[src/rtl/fp32_pkg.sv]
// fp32_pkg: shared constants and enums for the iterative binary32 divider
package fp32_pkg;
  localparam logic [9:0] EXP_BIAS = 10'd127;
  localparam logic [9:0] EXP_MAX = 10'd255;
  localparam logic [31:0] QNAN = 32'h7FC00000;
  localparam logic [31:0] POS_INF = 32'h7F800000;
  typedef enum logic [1:0] {ST_IDLE, ST_CALC, ST_NORM, ST_DONE} state_t;
  typedef enum logic [1:0] {CL_ZERO, CL_NORM, CL_INF, CL_NAN} op_class_t;
endpackage

[src/rtl/fp32_classify.sv]
// fp32_classify: sorts a binary32 operand into zero, normal, inf or NaN
module fp32_classify
  import fp32_pkg::*;
(
  input  logic [31:0] x,
  output logic [1:0]  cls
);
  logic unused_sign;
  always_comb begin
    unused_sign = x[31];
    cls = (x[30:23] == 8'h00) ? CL_ZERO :
          (x[30:23] != 8'hFF) ? CL_NORM :
          (x[22:0] == 23'd0)  ? CL_INF  : CL_NAN;
  end
endmodule

[src/rtl/fp32_div_iter.sv]
// fp32_div_iter: multi-cycle binary32 divider, one restoring quotient bit per cycle
module fp32_div_iter
  import fp32_pkg::*;
(
  input  logic        clk,
  input  logic        rst_n,
  input  logic        start,
  input  logic [31:0] a,
  input  logic [31:0] b,
  output logic        ready,
  output logic        done,
  output logic [31:0] q,
  output logic        overflow,
  output logic        underflow,
  output logic        div_by_zero,
  output logic        invalid
);
  state_t state;
  logic [1:0] ca, cb, ca_r, cb_r;
  logic sign;
  logic [23:0] dvs;
  logic [25:0] rem, quo, diff;
  logic [4:0] cnt;
  logic [9:0] exp_r, e1, e2;
  logic [23:0] sig;
  logic [24:0] rnd;
  logic [22:0] frac;
  logic [31:0] nq;
  logic accept, special, ge, grd, stk, rup, nrm, nan, zro, inf, ovf, unf, dz;
  fp32_classify u_cls_a (.x(a), .cls(ca));
  fp32_classify u_cls_b (.x(b), .cls(cb));
  always_comb begin
    accept = start & ready;
    special = (ca != CL_NORM) | (cb != CL_NORM);
    ge = rem >= {2'b00, dvs};
    diff = ge ? rem - {2'b00, dvs} : rem;
    e1 = exp_r - {9'd0, ~quo[25]};
    sig = quo[25] ? quo[25:2] : quo[24:1];
    grd = quo[25] ? quo[1] : quo[0];
    stk = (quo[25] & quo[0]) | (|rem);
    rup = grd & (stk | sig[0]);
    rnd = {1'b0, sig} + {24'd0, rup};
    e2 = e1 + {9'd0, rnd[24]};
    frac = rnd[24] ? rnd[23:1] : rnd[22:0];
    nrm = (ca_r == CL_NORM) & (cb_r == CL_NORM);
    nan = (ca_r == CL_NAN) | (cb_r == CL_NAN) |
          ((ca_r == cb_r) & ((ca_r == CL_ZERO) | (ca_r == CL_INF)));
    dz = (ca_r == CL_NORM) & (cb_r == CL_ZERO);
    ovf = nrm & ~e2[9] & (e2 >= EXP_MAX);
    unf = nrm & (e2[9] | (e2 == 10'd0));
    zro = (ca_r == CL_ZERO) | (cb_r == CL_INF) | unf;
    inf = (ca_r == CL_INF) | dz | ovf;
    nq = nan ? QNAN :
         zro ? {sign, 31'd0} :
         inf ? (POS_INF | {sign, 31'd0}) : {sign, e2[7:0], frac};
  end
  always_ff @(posedge clk or negedge rst_n)
    if (!rst_n) begin
      state <= ST_IDLE;
      ready <= 1'b1;
      done <= 1'b0;
      q <= 32'd0;
      {overflow, underflow, div_by_zero, invalid} <= 4'd0;
      {ca_r, cb_r, sign} <= 5'd0;
      dvs <= 24'd0;
      rem <= 26'd0;
      quo <= 26'd0;
      cnt <= 5'd0;
      exp_r <= 10'd0;
    end else begin
      done <= 1'b0;
      if (accept) begin
        state <= special ? ST_NORM : ST_CALC;
        ready <= 1'b0;
        {overflow, underflow, div_by_zero, invalid} <= 4'd0;
        ca_r <= ca;
        cb_r <= cb;
        sign <= a[31] ^ b[31];
        dvs <= {1'b1, b[22:0]};
        rem <= {3'b001, a[22:0]};
        quo <= 26'd0;
        cnt <= 5'd0;
        exp_r <= {2'b00, a[30:23]} - {2'b00, b[30:23]} + EXP_BIAS;
      end else
        case (state)
          ST_CALC: begin
            rem <= diff << 1;
            quo <= {quo[24:0], ge};
            cnt <= cnt + 5'd1;
            state <= (cnt == 5'd25) ? ST_NORM : ST_CALC;
          end
          ST_NORM: begin
            q <= nq;
            {overflow, underflow, div_by_zero, invalid} <= {ovf, unf, dz, nan};
            done <= 1'b1;
            ready <= 1'b1;
            state <= ST_DONE;
          end
          ST_DONE: state <= ST_IDLE;
          default: state <= ST_IDLE;
        endcase
    end
endmodule

[config.mk]
export PLATFORM = sky130hd
export DESIGN_NAME = fp32_div_iter
export DESIGN_NICKNAME = d
export VERILOG_FILES = /design/src/rtl/fp32_pkg.sv /design/src/rtl/fp32_classify.sv /design/src/rtl/fp32_div_iter.sv
export SDC_FILE = /design/constraint.sdc
export NUM_CORES = 1
export LEC_CHECK = 0
export CORE_MARGIN = 2
export CORE_UTILIZATION = 45
export DETAILED_ROUTE_END_ITERATION = 12
export GPL_TIMING_DRIVEN = 0
export PLACE_DENSITY = 0.66
export SLEW_MARGIN = 20
export SYNTH_ARGS = -nofsm -noshare
export SYNTH_HDL_FRONTEND = slang
export SYNTH_SLANG_ARGS = --single-unit
[constraint.sdc]
create_clock -name clk -period 7.8 [get_ports clk]
set_clock_uncertainty 0.2 [all_clocks]
set_input_delay 1.95 -clock clk [delete_from_list [all_inputs] [get_ports clk]]
set_output_delay 1.95 -clock clk [all_outputs]
set_load 0.005 [all_outputs]
==> reports/metrics.yaml <==
run:
  cap_violations: 0
placement:
  dp.cells: 1516
  routabilityCongestion: 0.940
  dp_slack_ns: 0.928
  io_buffers: 104
  place_hpwl_mm: 19.9
global_route:
  grt_pass1_vias: 8234
  antenna_found_initial: 0
  grt_start_max_net_pins: 84
  gr-usage-all-layers: 0.240
  grt_pass1_wl_mm: 42.6
  overflow: 0
yosys:
  synth_ff_type: "dfrtp_1"
  ys_warn_count: 0
  yosysSeqAreaShare: 0.352
  synth.area.mux_share: 0.0650
  synth_area_sq_um: 9680
  synth-xor-area-share: 0.0525
  ys_seq_elements: 136
  synthCells: 1136
  synth_edf_count: 0
  synth_top_family_by_area: "simple AND/OR/NAND/NOR gates"
  async_flop_share: 1.00
  syn_nets: 1254
  syn_area_per_cell_sq_um: 8.52
  synth_adder_area_share: 0.0683
  ys_types: 81
  synthSimpleGateAreaFrac: 0.203
  synth-compound-area-share: 0.202
final_layout:
  fillers: 2009
  stdcell_count: 1548
  final_util: 0.554
  diodes: 0
  area_delta_synth_final_pct: 20.6
  nets: 1378
  drive_gt1_frac: 0.0770
drt:
  routedWlPerCell_microns: 17.0
  drc_errors: 0
  totalWireLength_mm: 26.3
  via_count: 8680
  viasPerCell: 5.61
  drt_pass1_iterations: 5
  ant_nets: 0
  drt_iter0_drc: 493
timing:
  fin_ws_ns: 0.920
  post-route-period-util: 0.882
  fmax_ghz: 0.145
  rsz0062_at_grt: "false"
  fin_crit_ns: 6.88
  finalSetupViolCount: 0
  tightest_slew_ns: 0.793
  maxSlewHeadroom: 0.466
  hold_viol_final: 0
  finalMaxSlewViolations: 0
worst_setup_path:
  path_common_cell: "ha_1"
  cp.arrival_ns: 7.01
  crit_type: "reg -> reg"
  cp.required_ns: 7.93
  crit_family: "buffers and inverters"
  critPathMaxStageDelay_ns: 0.53
  critPathMaxFanout: 10
  r2r_slack_ns: 0.92
  startpoint_type: "register"
  endpoint_kind: "register"
  cpMaxStageDelayCell: "buf_1"
  critPathBufInv: 8
floorplanning:
  rows: 53
  start_util: 0.459
  die_h_microns: 151
  io_pins: 105
  core_sq_um: 21100
  dieArea_sq_um: 22700
  die_width_microns: 151
pwr:
  switching_share: 0.417
  leakagePower_nw: 4.91
  p_int_mw: 2.08
  power_switching_mw: 1.48
  p_comb_frac: 0.495
  total_power_mw: 3.56
  p_seq_frac: 0.277
  ir_worst_vdd_mv: 0.181
  clockPowerShare: 0.228
  pwr_density_cell_nw_per_um2: 305
clocking:
  cts_max_level: 4
  holdBufCountCts: 0
  cts.sinks: 136
  clock_path_buffers: 2
  cts_tree: "done"
  cts_root_buf: "clkbuf_16"
  cts.repair.resized: 0
  post-cts-setup-buffer-count: 0
  clkTransAtPathRegs_ns: 0.06
  cts_buffers: 17
  insertion_delay_ns: 0.43
status:
  outcome: "complete, no violations"
hold_path:
  hold_class: "reg -> reg"
## metrics by stage
stage | instance area, sq um | setup TNS [ns] | hold WS [ns]
floorplan | 9680 | 0 | 0.218
global placement | 11100 | -142.02 | 0.253
detailed placement | 11100 | 0 | 0.250
CTS | 11700 | 0 | 0.264
global route | 11700 | 0 | 0.280
finish | 11700 | 0 | 0.263
## registers in the layout, summed over array words and instances (netlist names), 2 cells and up
register / cells
q: 32
quo: 26
rem: 26
dvs: 24
exp_r: 10
cnt: 5
ca_r: 2
cb_r: 2
state: 2
## synth_stat cells, drive strengths merged, types with 9 or more instances
cell,instances,area share
mux2i,55,0.057
a21oi,65,0.034
o31ai,15,0.015
dfrtp,135,0.35
o22ai,19,0.012
clkbuf,43,0.017
ha,48,0.062
xnor2,24,0.022
nor3,27,0.014
nor4,19,0.012
o211ai,11,0.0085
a21o,21,0.016
a211oi,9,0.0080
a31oi,9,0.0058
nand4,21,0.014
nand3,36,0.019
o21a,12,0.0094
o21bai,9,0.0070
o21ai,71,0.042
xor2,34,0.031
or3,9,0.0058
nand2,126,0.049
nor2,115,0.045
inv,68,0.026
buf,21,0.013
## layer usage
layer | share of wire | global-route usage
met5 | 0 | 0
met4 | 0.021 | 0.0743
met3 | 0.055 | 0.0412
met2 | 0.46 | 0.395
met1 | 0.46 | 0.322
## worst paths after layout
path	start	depth (start not counted)	to
worst max-delay path	quo[25]$_DFFE_PN0P_	26	q[17]$_DFFE_PN0P_
worst min-delay path	dvs[23]$_DFFE_PN0P_	2	dvs[23]$_DFFE_PN0P_
worst max register to register	quo[25]$_DFFE_PN0P_	26	q[17]$_DFFE_PN0P_
worst min register to register	dvs[23]$_DFFE_PN0P_	2	dvs[23]$_DFFE_PN0P_
max in group asynchronous	rst_n	2	state[0]$_DFF_PN0_
min in group asynchronous	rst_n	1	q[25]$_DFFE_PN0P_
## power by group through the flow
stage	registers [mW]	logic [mW]	clock network (mW)
finish	0.986	1.76	0.811
global route	1.01	1.96	0.853
CTS	0.982	1.75	0.826
detailed placement	0.994	1.73	0
global placement	0.993	1.71	0
floorplan	0.948	1.36	0
## worst register-to-register path: stages (launching register included)
cell	delay, ns
dfrtp_1	0.32
buf_4	0.15
buf_6	0.16
clkbuf_1	0.45
buf_1	0.54
buf_4	0.30
nand2_1	0.06
a21boi_0	0.17
ha_1	0.26
nand3_1	0.14
nor4b_2	0.26
and4_1	0.35
and4b_1	0.26
inv_2	0.08
ha_1	0.28
inv_1	0.05
ha_1	0.22
fa_1	0.43
a211oi_1	0.23
o21bai_1	0.14
a2111oi_2	0.48
nor2_1	0.10
xor2_1	0.20
o2111ai_1	0.30
nand4_2	0.22
buf_6	0.22
o31ai_2	0.22
## cell type report
cell class / count / area (sq um) / share of cell area
clock buffer: 19 / 433 / 0.0371
sequential: 136 / 3400 / 0.292
clock inverter: 13 / 148 / 0.0126
timing repair buffer: 105 / 1070 / 0.0920
buffer: 64 / 292 / 0.0250
tap: 275 / 344 / 0.0295
multi-input combinational: 867 / 5720 / 0.490
inverter: 69 / 259 / 0.0222
## cell usage in the layout (no fill, tap or decap), types with 8 or more instances in the layout
| cell type | netlist | routed |
|---|---|---|
| and3_1 | 8 | 8 |
| o21ai_0 | 58 | 58 |
| o31ai_1 | 8 | 8 |
| mux2i_1 | 55 | 55 |
| inv_1 | 67 | 67 |
| o211ai_1 | 11 | 11 |
| xnor2_1 | 24 | 24 |
| or3_1 | 9 | 9 |
| nand2b_1 | 8 | 8 |
| a21o_1 | 20 | 20 |
| dfrtp_1 | 135 | 135 |
| nand4_1 | 20 | 20 |
| xor2_1 | 34 | 34 |
| o21ai_2 | 13 | 13 |
| nand3_1 | 36 | 36 |
| nor3_1 | 27 | 27 |
| nor4_1 | 19 | 19 |
| clkbuf_16 | 0 | 17 |
| nor2_1 | 114 | 114 |
| clkdlybuf4s50_1 | 0 | 103 |
| a31oi_1 | 9 | 9 |
| o21bai_1 | 9 | 9 |
| nand2_1 | 126 | 126 |
| o21a_1 | 11 | 11 |
| clkbuf_1 | 43 | 45 |
| ha_1 | 48 | 48 |
| a21oi_1 | 63 | 63 |
| o22ai_1 | 19 | 19 |
## logic make-up after synthesis
| logic type | after synthesis |
|---|---|
| xor+xnor | 58 |
| compound gates | 285 |
| fa+ha+maj | 51 |
| mux | 62 |
| flops | 136 |
| simple gates | 411 |
| buf+inv | 133 |
Power figures use the tool's default switching activity.
